<file path="config.mk">
export PLATFORM = sky130hd
export DESIGN_NAME = rf_dump_serializer
export DESIGN_NICKNAME = d
export VERILOG_FILES = /design/src/rtl/rf_dump_serializer_pkg.sv /design/src/rtl/rf_dump_serializer_piso.sv /design/src/rtl/rf_dump_serializer.sv
export SDC_FILE = /design/constraint.sdc
export NUM_CORES = 1
export LEC_CHECK = 0
export CORE_ASPECT_RATIO = 1.1
export CORE_MARGIN = 1.5
export CORE_UTILIZATION = 54
export DETAILED_ROUTE_END_ITERATION = 8
export HOLD_SLACK_MARGIN = 0.06
export PLACE_DENSITY = 0.87
export SLEW_MARGIN = 15
export SYNTH_ARGS = -nofsm -noshare
export SYNTH_HDL_FRONTEND = slang
export SYNTH_SLANG_ARGS = --single-unit
</file>
<file path="constraint.sdc">
create_clock -name clk -period 2.92 [get_ports clk]
set_input_delay 0.584 -clock clk [delete_from_list [all_inputs] [get_ports clk]]
set_output_delay 0.584 -clock clk [all_outputs]
set_load 0.05 [all_outputs]
</file>
<file path="src/rtl/rf_dump_serializer_pkg.sv">
// Shared definitions for the register-file dump path: default geometry of the
// 4x16 CPU register file and the serializer state encoding.
package rf_dump_serializer_pkg;

  localparam int NUM_REGS_DEF   = 4;
  localparam int WORD_WIDTH_DEF = 16;
  localparam int ADDR_WIDTH_DEF = 2;

  typedef enum logic [1:0] {
    IDLE  = 2'd0,
    LOAD  = 2'd1,
    SHIFT = 2'd2,
    DONE  = 2'd3
  } dump_state_e;

endpackage

</file>
<file path="src/rtl/rf_dump_serializer_piso.sv">
// Parallel-load / serial-out shift register; the MSB is the bit on the wire.
// Load wins over shift so a word capture is never corrupted by a stray enable.
module piso_shift16
  import rf_dump_serializer_pkg::*;
#(
  parameter int WIDTH = WORD_WIDTH_DEF
) (
  input  logic             clk,
  input  logic             rst_n,
  input  logic             i_load,
  input  logic             i_shift_en,
  input  logic [WIDTH-1:0] i_data,
  output logic             o_msb
);

  logic [WIDTH-1:0] r_shift;

  always_ff @(posedge clk or negedge rst_n) begin
    if (!rst_n) begin
      r_shift <= '0;
    end else if (i_load) begin
      r_shift <= i_data;
    end else if (i_shift_en) begin
      r_shift <= {r_shift[WIDTH-2:0], 1'b0};
    end
  end

  assign o_msb = r_shift[WIDTH-1];

endmodule

</file>
<file path="src/rtl/rf_dump_serializer.sv">
// Walks the register-file read port through every register, snapshots each
// word and streams it MSB-first over a bit-serial valid/ready interface.
//
// state | meaning
// IDLE  | waiting for start
// LOAD  | rf_addr = index, word captured into the shift register at the edge
// SHIFT | presenting bits; advance on out_valid && out_ready
// DONE  | one-cycle done pulse, then back to IDLE
module rf_dump_serializer
  import rf_dump_serializer_pkg::*;
#(
  parameter int NUM_REGS   = NUM_REGS_DEF,
  parameter int WORD_WIDTH = WORD_WIDTH_DEF,
  parameter int ADDR_WIDTH = ADDR_WIDTH_DEF
) (
  input  logic                  clk,
  input  logic                  reset_n,
  input  logic                  start,
  input  logic                  abort,
  output logic [ADDR_WIDTH-1:0] rf_addr,
  input  logic [WORD_WIDTH-1:0] rf_data,
  output logic                  busy,
  output logic                  done,
  output logic                  out_valid,
  input  logic                  out_ready,
  output logic                  out_bit,
  output logic                  out_word_last,
  output logic                  out_frame_last
);

  localparam int BIT_W = $clog2(WORD_WIDTH);
  localparam logic [BIT_W-1:0]      LAST_BIT = BIT_W'(WORD_WIDTH - 1);
  localparam logic [ADDR_WIDTH-1:0] LAST_REG = ADDR_WIDTH'(NUM_REGS - 1);

  dump_state_e           r_state, w_state_nxt;
  logic [ADDR_WIDTH-1:0] r_index, w_index_nxt;
  logic [BIT_W-1:0]      r_bitcnt, w_bitcnt_nxt;
  logic                  w_load;
  logic                  w_shift;
  logic                  w_msb;
  logic                  w_word_end;
  logic                  w_last_reg;

  assign w_word_end = (r_bitcnt == LAST_BIT);
  assign w_last_reg = (r_index == LAST_REG);

  always_ff @(posedge clk or negedge reset_n) begin
    if (!reset_n) begin
      r_state  <= IDLE;
      r_index  <= '0;
      r_bitcnt <= '0;
    end else begin
      r_state  <= w_state_nxt;
      r_index  <= w_index_nxt;
      r_bitcnt <= w_bitcnt_nxt;
    end
  end

  always_comb begin
    w_state_nxt  = r_state;
    w_index_nxt  = r_index;
    w_bitcnt_nxt = r_bitcnt;
    w_load       = 1'b0;
    w_shift      = 1'b0;

    unique case (r_state)
      IDLE: begin
        if (start) begin
          w_state_nxt = LOAD;
          w_index_nxt = '0;
        end
      end
      LOAD: begin
        w_load       = 1'b1;
        w_bitcnt_nxt = '0;
        w_state_nxt  = SHIFT;
      end
      SHIFT: begin
        if (out_ready) begin
          w_shift      = 1'b1;
          w_bitcnt_nxt = r_bitcnt + 1'b1;
          if (w_word_end) begin
            if (w_last_reg) begin
              w_state_nxt = DONE;
            end else begin
              w_index_nxt = r_index + 1'b1;
              w_state_nxt = LOAD;
            end
          end
        end
      end
      DONE: begin
        w_state_nxt = IDLE;
        w_index_nxt = '0;
      end
      default: begin
        w_state_nxt = IDLE;
        w_index_nxt = '0;
      end
    endcase

    // Abort overrides everything outside IDLE, including a final handshake;
    // the sink may still see that bit accepted but we drop it internally.
    if (abort && (r_state != IDLE)) begin
      w_state_nxt  = IDLE;
      w_index_nxt  = '0;
      w_bitcnt_nxt = r_bitcnt;
      w_load       = 1'b0;
      w_shift      = 1'b0;
    end
  end

  piso_shift16 #(
    .WIDTH(WORD_WIDTH)
  ) u_piso (
    .clk       (clk),
    .rst_n     (reset_n),
    .i_load    (w_load),
    .i_shift_en(w_shift),
    .i_data    (rf_data),
    .o_msb     (w_msb)
  );

  assign rf_addr        = r_index;
  assign busy           = (r_state != IDLE);
  assign done           = (r_state == DONE);
  assign out_valid      = (r_state == SHIFT);
  assign out_bit        = w_msb;
  assign out_word_last  = out_valid && w_word_end;
  assign out_frame_last = out_word_last && w_last_reg;

endmodule
</file>
== After elaboration in Yosys (flattened, before gate mapping) ==
Index checks and enable logic that the tools add are counted.
Storage, ports and cells
  word-level logic and storage cells: 49
  flip-flop bits (word level): 24
Operators by class
  add/subtract/negate cells: 2
  multiplexer cells: 21
  bitwise logic cells: 1
  equality and inequality tests: 10
  reductions and logical operators: 11
Operators by type and width (number)
  16-bit 2-to-1 mux: 2
  2-bit 2-to-1 mux: 10
  2-bit one-hot mux with 4 select lines: 1
  4-bit one-hot mux with 2 select lines: 1
  2-bit == test (second input constant): 3
  3-bit by 1-bit inequality test with 1-bit output (second input constant): 2
  2-bit one-hot mux with 3 select lines: 1
  3-bit AND reduction: 2
  2-bit nonzero test: 3
  1-bit 2-to-1 mux: 5
  5-bit AND reduction: 1
  4-bit by 1-bit adder with 4-bit output (second input constant): 1
  4-bit == test (second input constant): 1
  4-bit 2-to-1 mux: 1
  4-bit nonzero test: 1
  1-bit logical AND: 3
  3-bit by 2-bit inequality test with 1-bit output (second input constant): 1
  3-bit inequality test (second input constant): 1
  2-bit by 1-bit adder with 2-bit output (second input constant): 1
  2-bit by 1-bit == test with 1-bit output (second input constant): 1
  2-bit zero test: 1
  2-bit by 1-bit inequality test with 1-bit output (second input constant): 1
  1-bit inverter: 1

== Logic depth before layout (Yosys ltp) ==
Gate-level depths: netlist of run 1.
  word-level depth: 6
  depth in mapped cells: 8

== Hierarchy ==
A second synthesis of run 1 with hierarchy kept.
Unflattened totals
  cell total of the unflattened synthesis: 128
  area, all modules: 1357.6 µm²
Modules (own cells, without submodules)
  piso_shift16: seq. area each 400.4 µm², times used 1, area an instance 742.0 µm², cells each 69
  rf_dump_serializer: seq. area each 200.2 µm², times used 1, area an instance 615.6 µm², cells each 59

== Worst setup path after synthesis of run 1 ==
OpenSTA, ideal clock, no wires.
  path type: register -> output
  from: register r_state[0]
  to: output out_frame_last
  buffers on the path: 1
  path slack: 0.322 ns
  required time: 2.336 ns
  arrival time: 2.014 ns
  cell stages (with the launch flop): 6
  cells stage by stage: dfrtp_1 inv_1 ha_1 buf_2 nand2_1 nor2_1
On the way
  cells in the longest elaborated chain, start to end: 3
RTL lines
  start: declaration: RTL line rf_dump_serializer.sv:35  | dump_state_e r_state, w_state_nxt;
  start signal: assignment: RTL line rf_dump_serializer.sv:53  | r_state <= w_state_nxt;
  2-bit == test: RTL line rf_dump_serializer.sv:127  | assign out_valid = (r_state == SHIFT);
  named net out_valid: RTL line rf_dump_serializer.sv:24  | output logic out_valid,
  1-bit logical AND: RTL line rf_dump_serializer.sv:129  | assign out_word_last = out_valid && w_word_end;
  1-bit logical AND: RTL line rf_dump_serializer.sv:130  | assign out_frame_last = out_word_last && w_last_reg;
  end: declaration: RTL line rf_dump_serializer.sv:28  | output logic out_frame_last
The timed path passes the listed nets, and every way through them passes these cells.

== Worst setup path after layout of run 1 ==
  from: register r_state[0]
  to: output out_valid
On the way
  cells in the longest elaborated chain, start to end: 1
RTL lines (RTL line)
  2-bit == test: rf_dump_serializer.sv:127
  end: declaration: rf_dump_serializer.sv:24
No other way between the ends.

==> metrics.cfg, run 1 <==
[timing]
setup_viol = 0
setup_slack_ns = 0.1720
post-route-min-period_ns = 2.748
worst_pin_slew_ns = 0.4954
drv_slew = 0
timing.final.crit_share_pct = 94.11
finalHoldViolCount = 0
max-slew-margin-rel_pct = 66.87
rsz0062_at_grt = false
timing.fmax_mhz = 363.9
fin_setup_tns_ns = 0
fin_worst_skew_ns = 0.003887

[floorplanning]
io_pins = 29
die_y_um = 55.69
start_util_pct = 58.74
dieArea_sq_um = 2834
die_x_um = 50.90
fp-row-count = 18
core_area_sq_um = 2320

[route]
ant_nets = 0
dr.pass1.iters = 4
drcViolationCount = 0
detail_route.wl_per_cell_um = 14.74
wirelength_mm = 2.875
viasPerCell = 5.590
drtIter0Drc = 27
dr_total_vias = 1090

[final_layout]
mostFrequentLayoutCell = clkdlybuf4s50_1
final_cell_area_sq_um = 1708
fin_cells = 195
diodes = 0
layout.core_utilization_pct = 73.62
area_delta_synth_final_pct = 25.34
final_cell_mix = clkdlybuf4s50_1, dfrtp_1, a21oi_1, nor2_1, mux2i_1
fillers = 161
drive_gt1_share_pct = 9.697
nets = 194

[placed_design]
dp_slack_ns = 0.3278
placed_cells = 191
place_congestion = 0.8266
portBuffers = 28
dpl_cell_area_sq_um = 1658
hpwl_mm = 2.060

[clock_network]
clk_latency_ns = 0.31
tritoncts = built
cts_buffer_depth = 2
cts_buffers = 3
path_clk_slew_ns = 0.13
htreeDepth = 1
cts_num_sinks = 24
cts_root_buf = clkbuf_4

[logic_synthesis]
ys_seq_area_share_pct = 44.08
yosysTopAreaCell = dfrtp_1
yosys_warnings = 0
synth_cells = 137
yosys-top-cells-area = dfrtp_1, mux2i_1, a21oi_1
ys_ff_latch = 24
yosysTopAreaCellShare_pct = 44.08
syn_area_sq_um = 1363
synth.net_count = 165
synth_area_per_cell_sq_um = 9.946
synth.distinct_cells = 35

[setup_path]
critical_path_depth = 3
worst_path_max_delay_cell = clkdlybuf4s50_1
required_ns = 2.34
r2r_slack_ns = 0.86
cp_top_family = buffers and inverters
worst-path-buf-inv = 2
critPathLaunch = r_state[0]
r2r_end = r_state[0]
cpPeakStageDelay_ns = 0.88
r2r_cells = 5
end_kind = output pin
regToRegStartpoint = r_state[0]
path_cells = inv_1 -> ha_1 -> clkdlybuf4s50_1
endpoint = out_valid
path_class = register to output pin
worstSetupStartpointType = register
cp_max_fo = 12
arrival_ns = 2.16

[worst_hold_path]
hp-start = u_piso.r_shift[3]
hold_class = register to register

[power]
p_per_area_nw_per_um2 = 949.6
ir_drop_v = 0.0006589
p_leak_nw = 0.7857

[grt]
grt_pass1_vias = 1051
grt_usage_pct = 22.44
grt_max_degree = 31
grt_antenna_before_repair = 0
gr-total-overflow = 0
grt_pass1_wl_mm = 4.864

[run_status]
status = finished clean

[run]
max_cap_violations = 0

[worst min-delay path by stage]
stage | cells after the start | end | slack, ns
floorplan | 0 | r_bitcnt[0] | 0.29
global placement | 2 | u_piso.r_shift[12] | 0.51
detailed placement | 2 | u_piso.r_shift[3] | 0.52
CTS | 2 | u_piso.r_shift[3] | 0.55
global route | 2 | u_piso.r_shift[10] | 0.58
finish | 2 | u_piso.r_shift[3] | 0.55
[worst reg2reg max path: stages, from the launching register on]
cell and delay (ns):
dfrtp_1 0.45, inv_1 0.12, ha_1 0.40, or2b_2 0.37
o211ai_1 0.25, mux2_2 0.38
[report_power, final]
part	leakage, nW	internal (mW)	total (mW)	switching [mW]
Combinational	0.478	0.345	0.846	0.501
Sequential	0.280	0.457	0.535	0.0781
Clock	0.0279	0.139	0.240	0.102
[state kept, by name (all words and copies together), names as in the netlist]
name	cells
rf_addr	2
u_piso.r_shift	16
r_bitcnt	4
r_state	2
[timing repair]
| action | CTS | global route |
|---|---|---|
| buffers inserted | 0 | 0 |
| endpoints found under the setup margin | 2 | 0 |
| hold buffers | 0 | 0 |
| gates resized for setup | 2 | 0 |
[layer usage]
layer	wire [um]	part of all wire, %	vias to the layer above	GRT usage (%)
met2	1457	51	37	37.78
met4	34	1.2	0	8.494
met5	0	0	-	0
met3	146	5.1	6	4.839
li1	-	-	549	-
met1	1237	43	498	27.87
[synth_stat cells]
library cell,n
a21oi_1,19
a22o_1,2
a22o_2,1
a31oi_1,1
a32oi_1,1
and2_1,1
and2b_2,1
and4_2,1
and4b_1,1
buf_2,3
buf_6,2
clkbuf_1,1
dfrtp_1,24
ha_1,7
inv_1,6
mux2_2,1
mux2_4,1
mux2i_1,16
nand2_1,7
nand2_2,1
nand2b_1,1
nand3_1,5
nor2_1,18
nor2b_1,1
nor3_1,1
nor4_1,1
o2111ai_1,1
o211ai_1,1
o21ai_0,3
o221ai_2,1
o22ai_1,1
o2bb2ai_1,2
or2b_2,2
or3_1,1
or3b_1,1
[layout make-up]
cell class / instances / area, sq um / share of cell area, %
tap: 30 / 37.54 / 2.198
clock buffer: 3 / 22.52 / 1.319
clock inverter: 1 / 30.03 / 1.758
sequential: 24 / 600.6 / 35.16
multi-input combinational: 101 / 701.9 / 41.10
inverter: 6 / 22.52 / 1.319
timing repair buffer: 30 / 292.8 / 17.14
[through the flow]
stage,total power [mW],hold WS [ns]
3_5_place_dp,1.381,0.5184
4_1_cts,1.633,0.5528
3_3_place_gp,1.336,0.5058
5_1_grt,1.738,0.5791
6_report,1.622,0.5482
2_1_floorplan,1.195,0.2884
[cell families (layout without fill, tap and decap cells)]
| family | Yosys count | in the layout | share of synthesized area, % |
|---|---|---|---|
| flops | 24 | 24 | 44.08 |
| fa+ha+maj | 7 | 7 | 6.428 |
| simple gates | 43 | 43 | 15.89 |
| mux | 18 | 18 | 13.68 |
| compound gates | 33 | 33 | 15.24 |
| buf+inv | 12 | 40 | 4.682 |
(Power assumes the default switching activity.)
==> run 2, diff against run 1 <==
--- a/config.mk
+++ b/config.mk
@@ -9,6 +9,7 @@
 export CORE_MARGIN = 1.5
 export CORE_UTILIZATION = 54
 export DETAILED_ROUTE_END_ITERATION = 8
+export GPL_ROUTABILITY_DRIVEN = 0
 export HOLD_SLACK_MARGIN = 0.06
 export PLACE_DENSITY = 0.87
 export SLEW_MARGIN = 15
==> results of run 2 <==
The final DEF is identical to that of run 1; final timing and power are the same.
